## src/rtl/spi_slave_if.sv

```systemverilog
// SPI slave front-end: deserialises MSB-first command frames from MOSI into rx_data,
// and serialises the RAM read response onto MISO for read-data transactions.
module spi_slave_if #(
  parameter int FRAME_W = 10,
  parameter int DATA_W  = 8
) (
  input  logic               clk,
  input  logic               rst_n,
  input  logic               SS_n,
  input  logic               MOSI,
  output logic               MISO,
  output logic [FRAME_W-1:0] rx_data,
  output logic               rx_valid,
  input  logic [DATA_W-1:0]  tx_data,
  input  logic               tx_valid
);

  localparam int BIT_CW = $clog2(FRAME_W + 1);
  localparam int TX_CW  = $clog2(DATA_W + 2);
  localparam logic [BIT_CW-1:0] BITS_LAST = BIT_CW'(FRAME_W - 1);
  localparam logic [BIT_CW-1:0] BITS_FULL = BIT_CW'(FRAME_W);
  localparam logic [TX_CW-1:0]  TX_LAST   = TX_CW'(DATA_W);
  localparam logic [TX_CW-1:0]  TX_DONE   = TX_CW'(DATA_W + 1);

  typedef enum logic [2:0] {
    IDLE,
    CHK_CMD,
    WRITE,
    READ_ADD,
    READ_DATA
  } state_t;

  state_t              r_state;
  state_t              w_next;
  logic [FRAME_W-2:0]  r_shift;
  logic [BIT_CW-1:0]   r_bit_cnt;
  logic [DATA_W-1:0]   r_tx_shift;
  logic [TX_CW-1:0]    r_tx_cnt;
  logic                r_rd_addr_seen;
  logic                w_frame_done;
  logic                w_last_bit;

  assign w_frame_done = (r_bit_cnt == BITS_FULL);
  assign w_last_bit   = (r_bit_cnt == BITS_LAST);

  // NOTE: state registers use non-blocking assignments so every flop samples pre-edge values.
  always_ff @(posedge clk or negedge rst_n) begin
    if (!rst_n) r_state <= IDLE;
    else        r_state <= w_next;
  end

  // NOTE: w_next gets a default before the case so no path leaves it unassigned (no latch).
  always_comb begin
    w_next = r_state;
    case (r_state)
      IDLE:    if (!SS_n) w_next = CHK_CMD;
      CHK_CMD: begin
        if (SS_n)                w_next = IDLE;
        else if (!MOSI)          w_next = WRITE;
        else if (r_rd_addr_seen) w_next = READ_DATA;
        else                     w_next = READ_ADD;
      end
      default: if (SS_n) w_next = IDLE;
    endcase
  end

  // The CHK_CMD edge samples frame bit 9; subsequent states keep shifting until the frame is full.
  always_ff @(posedge clk or negedge rst_n) begin
    if (!rst_n) begin
      r_shift        <= '0;
      r_bit_cnt      <= '0;
      r_tx_shift     <= '0;
      r_tx_cnt       <= '0;
      r_rd_addr_seen <= 1'b0;
      rx_data        <= '0;
      rx_valid       <= 1'b0;
      MISO           <= 1'b0;
    end else begin
      rx_valid <= 1'b0;
      if (r_state == IDLE || SS_n) begin
        r_bit_cnt <= '0;
        r_tx_cnt  <= '0;
        MISO      <= 1'b0;
      end else if (!w_frame_done) begin
        r_shift   <= {r_shift[FRAME_W-3:0], MOSI};
        r_bit_cnt <= r_bit_cnt + 1'b1;
        if (w_last_bit) begin
          rx_data  <= {r_shift, MOSI};
          rx_valid <= 1'b1;
          if (r_state == READ_ADD) r_rd_addr_seen <= 1'b1;
        end
      end else if (r_state == READ_DATA) begin
        // r_tx_cnt: 0 awaiting response, 1..DATA_W shifting out, DATA_W+1 finished.
        if (r_tx_cnt == '0) begin
          if (tx_valid) begin
            MISO       <= tx_data[DATA_W-1];
            r_tx_shift <= {tx_data[DATA_W-2:0], 1'b0};
            r_tx_cnt   <= TX_CW'(1);
          end
        end else if (r_tx_cnt < TX_LAST) begin
          MISO       <= r_tx_shift[DATA_W-1];
          r_tx_shift <= {r_tx_shift[DATA_W-2:0], 1'b0};
          r_tx_cnt   <= r_tx_cnt + 1'b1;
        end else if (r_tx_cnt == TX_LAST) begin
          MISO           <= 1'b0;
          r_tx_cnt       <= TX_DONE;
          r_rd_addr_seen <= 1'b0;
        end
      end
    end
  end

endmodule

```

## config.mk

```make
export PLATFORM = sky130hd
export DESIGN_NAME = spi_slave_if
export DESIGN_NICKNAME = d
export VERILOG_FILES = /design/src/rtl/spi_slave_if.sv
export SDC_FILE = /design/constraint.sdc
export NUM_CORES = 1
export LEC_CHECK = 0
export BUFFER_PORTS_ARGS = -buffer_cell sky130_fd_sc_hd__buf_2
export CAP_MARGIN = 15
export CORE_AREA = 3 3 63 65
export CTS_CLUSTER_DIAMETER = 120
export DETAILED_ROUTE_END_ITERATION = 6
export DIE_AREA = 0 0 66 68
export GPL_TIMING_DRIVEN = 0
export PLACE_DENSITY = 0.78
export SLEW_MARGIN = 20
export SYNTH_ARGS = -nofsm -noshare
export SYNTH_HDL_FRONTEND = slang
export SYNTH_SLANG_ARGS = --single-unit
```

## constraint.sdc

```tcl
create_clock -name clk -period 5.9 [get_ports clk]
set_input_delay 0.295 -clock clk [delete_from_list [all_inputs] [get_ports clk]]
set_output_delay 0.295 -clock clk [all_outputs]
set_load 0.01 [all_outputs]
```

==> parameters.txt <==
Parameter                              Value

Worst setup path
  Worst setup SP type    flop
  Worst setup path start    r_bit_cnt[0]
  Required time of the worst setup path    about 6100 ps
  Critical path class    reg -> reg
  Arrival time of data at the critical path endpoint    2250 ps
  Largest fanout of any net on the critical path    10
  Kind of capture point of the worst setup path    flop
  Reg2reg start    r_bit_cnt[0]

Clock network
  Cells resized by post-CTS repair    0
  Clock edge transition at the registers on the reported setup and hold paths    120 ps
  Number of buffers added for setup after CTS    0
  Clock Sinks    40
  Number of hold buffers added after cts    0
  H-tree levels    2
  Maximum buffer depth of the clock tree    2
  TritonCTS clock tree    built
  Clock buffer count from CTS    5
  Root cell of the clock tree    clkbuf_4
  Insertion delay of the later-clocked pin in the worst-skew pair    350 ps

STA
  Final critical delay including setup and external delays    about 2000 ps
  Number of pins with negative max-slew slack in the final report    0
  Unrepaired setup endpoints after global routing    false
  Number of endpoints with negative hold slack in the final report    0
  Number of setup violations in the final report    0
  Slew of the pin with the lowest slew margin    857 ps
  Highest achievable clock rate    498 MHz
  Setup TNS    0 ps
  Clock Skews    5.86 ps
  Final period util    around 34%
  Worst slew slack as a fraction of its limit    42.9%

Power
  VDD IR-drop max    0.183 mV
  Leakage dissipation    1.07 nW
  Power consumption    0.000529 W
  Power density of the placed cells    247 nW/µm²

Synthesis
  Share of flip-flops with an asynchronous set or reset    100%
  Most area-consuming cells after synthesis    dfrtp_1 52%, mux2_2 7.1%, mux2_4 6.3%
  Synthesis Warnings    0
  Synthesized netlist net count    170
  Number of flops mapped to enable cells by yosys    0
  Synthesis-stage register bit count    40
  Sequential area share after synthesis    52.4%
  Mean instance size in the synthesized netlist    roughly 13 µm²
  Predominant post-synthesis flop cell    dfrtp_1
  Top-area cell type share of the netlist area    52.4%
  Area leader, netlist    dfrtp_1
  Synthesized netlist cell count    152
  Cell area after technology mapping    1910 µm²
  Cell variety after synth    38

Route
  Ratio of routed vias to standard cells    5.57
  First-pass iteration count of the detailed router    4
  Average wire per standard cell    15.2 µm
  Detailed Route Iter0 Violations    63
  DR vias    1282
  Post-detailed-route count of antenna-violating nets    0
  Residual DRC count    0
  Drt total wl    ~3500 µm

Place
  Routability cong.    0.823
  Port bufs    24
  Dpl cells    ~220
  Total half-perimeter wirelength after legalization and detailed placement    2560 µm

Cells and area
  Nets    201
  Final core utilization    63.2%
  Layout-stage area growth over the synthesis result    12.3%
  Antenna diodes    0
  Fraction of layout cells with a size suffix above 1    34.8%
  Count of non-filler cells in the finished layout    230

Die
  Total core area    3390 µm²
  Count of pins on the block boundary    25
  Initial Util    56.3%
  Site row count    21
  Die outline area    4490 µm²
  Vertical die dimension    approximately 68 µm
  Die Wd    66 µm

GRT
  Number of global-route vias before repair    1309
  Number of antenna violations at the first check in global routing    0
  Overall Global Routing Usage    17.6%
  Global-route wire length before repair    5890 µm
  Largest net degree at the start of global routing    41
  Global route total overflow    0

Flow run
  Max_cap viols    0

Min path
  Worst hold path class    in -> async

Run status
  Result of the run    finished, final reports clean
[path summary, 6_finish.rpt]
| kind | endpoint | depth (start not counted) | slack, ps |
|---|---|---|---|
| worst max-delay path | rx_data[4] | 6 | 3890 |
| worst max register to register | rx_data[4] | 6 | 3890 |
| worst min register to register | r_tx_shift[6] | 2 | 490 |
| worst min-delay path | r_tx_shift[3] | 1 | 40 |
| max in group asynchronous | r_rd_addr_seen | 1 | 5330 |
| min in group clk | r_tx_shift[1] | 3 | 180 |
[cell usage after synthesis (2+ instances only)]
cell type / number
a21oi_1: 2
buf_2: 3
dfrtp_1: 40
ha_1: 5
inv_1: 7
mux2_2: 12
mux2_4: 8
mux2i_1: 7
nand2_1: 11
nand2b_1: 3
nand3_1: 3
nand4_1: 2
nor2_1: 10
nor2_8: 2
nor3_1: 4
nor3b_1: 2
o21ai_0: 8
o31ai_1: 2
xnor2_1: 2
[kinds of logic (layout without fill, tap and decap cells)]
kind of cell	count (synthesis)	in the layout	synth area share [%]
compound gates	21	21	8.45
xor+xnor	3	3	1.38
fa+ha+maj	5	5	3.28
buf+inv	12	44	3.80
flops	40	40	52.4
mux	27	27	17.0
simple gates	44	44	13.6
[routing by layer]
metal	GRT usage [%]	vias up	routed length, µm
li1	-	599	-
met1	20.4	642	1470
met2	31.3	39	1810
met3	4.11	2	206
met4	7.61	0	21
met5	0	-	0
[power breakdown]
group / total (W) / leakage, nW / internal [W] / switching (W)
clock network: 0.000136 / 0.0349 / 0.0000458 / 0.0000903
logic: 0.0000631 / 0.495 / 0.0000362 / 0.0000269
registers: 0.000329 / 0.536 / 0.000305 / 0.0000241
[critical path, cell delays in order, from the launching register on]
cell,delay [ps]
dfrtp_1,430
inv_1,100
ha_1,230
or4bb_4,560
nor2_8,130
buf_12,150
mux2_4,300
[layout make-up]
type / instances / area, µm²
multi-input cells: 100 / 836
fillers: 252 / 1250
plain buffers: 5 / 46.3
flip-flops and latches: 40 / 1000
repair buffers: 24 / 120
clock inverters: 3 / 18.8
clock buffers: 5 / 37.5
inverters: 7 / 26.3
well taps: 46 / 57.6
[per-stage QoR]
| stage | hold slack, ps | cell area [µm²] | setup WS [ps] |
|---|---|---|---|
| global placement | 441 | 2090 | 3970 |
| global route | 95.0 | 2140 | 3820 |
| detailed placement | 458 | 2090 | 3910 |
| CTS | 71.0 | 2140 | 3880 |
| finish | 43.9 | 2140 | 3890 |
| floorplan | -0.591 | 1910 | 4030 |
[sequential cells by signal (all words and copies together) (netlist names)]
| name | flops |
|---|---|
| r_bit_cnt | 4 |
| r_shift | 9 |
| r_state | 3 |
| r_rd_addr_seen | 1 |
| rx_valid | 1 |
| rx_data | 10 |
| r_tx_cnt | 4 |
| r_tx_shift | 7 |
| MISO | 1 |
[placed cells by master, fill, tap and decap left out, types with 2 or more instances in the layout]
cell	n
mux2i_1	7
mux2_4	8
mux2_2	12
nand2b_1	3
ha_1	5
nor3b_1	2
o31ai_1	2
a21oi_1	2
nor3_1	4
clkinv_2	2
nand2_1	11
nand3_1	3
dfrtp_1	40
xnor2_1	2
o21ai_0	8
nor2_1	10
clkbuf_4	5
inv_1	7
nor2_8	2
buf_2	27
nand4_1	2
No activity file was read; power rests on OpenSTA's default activity.
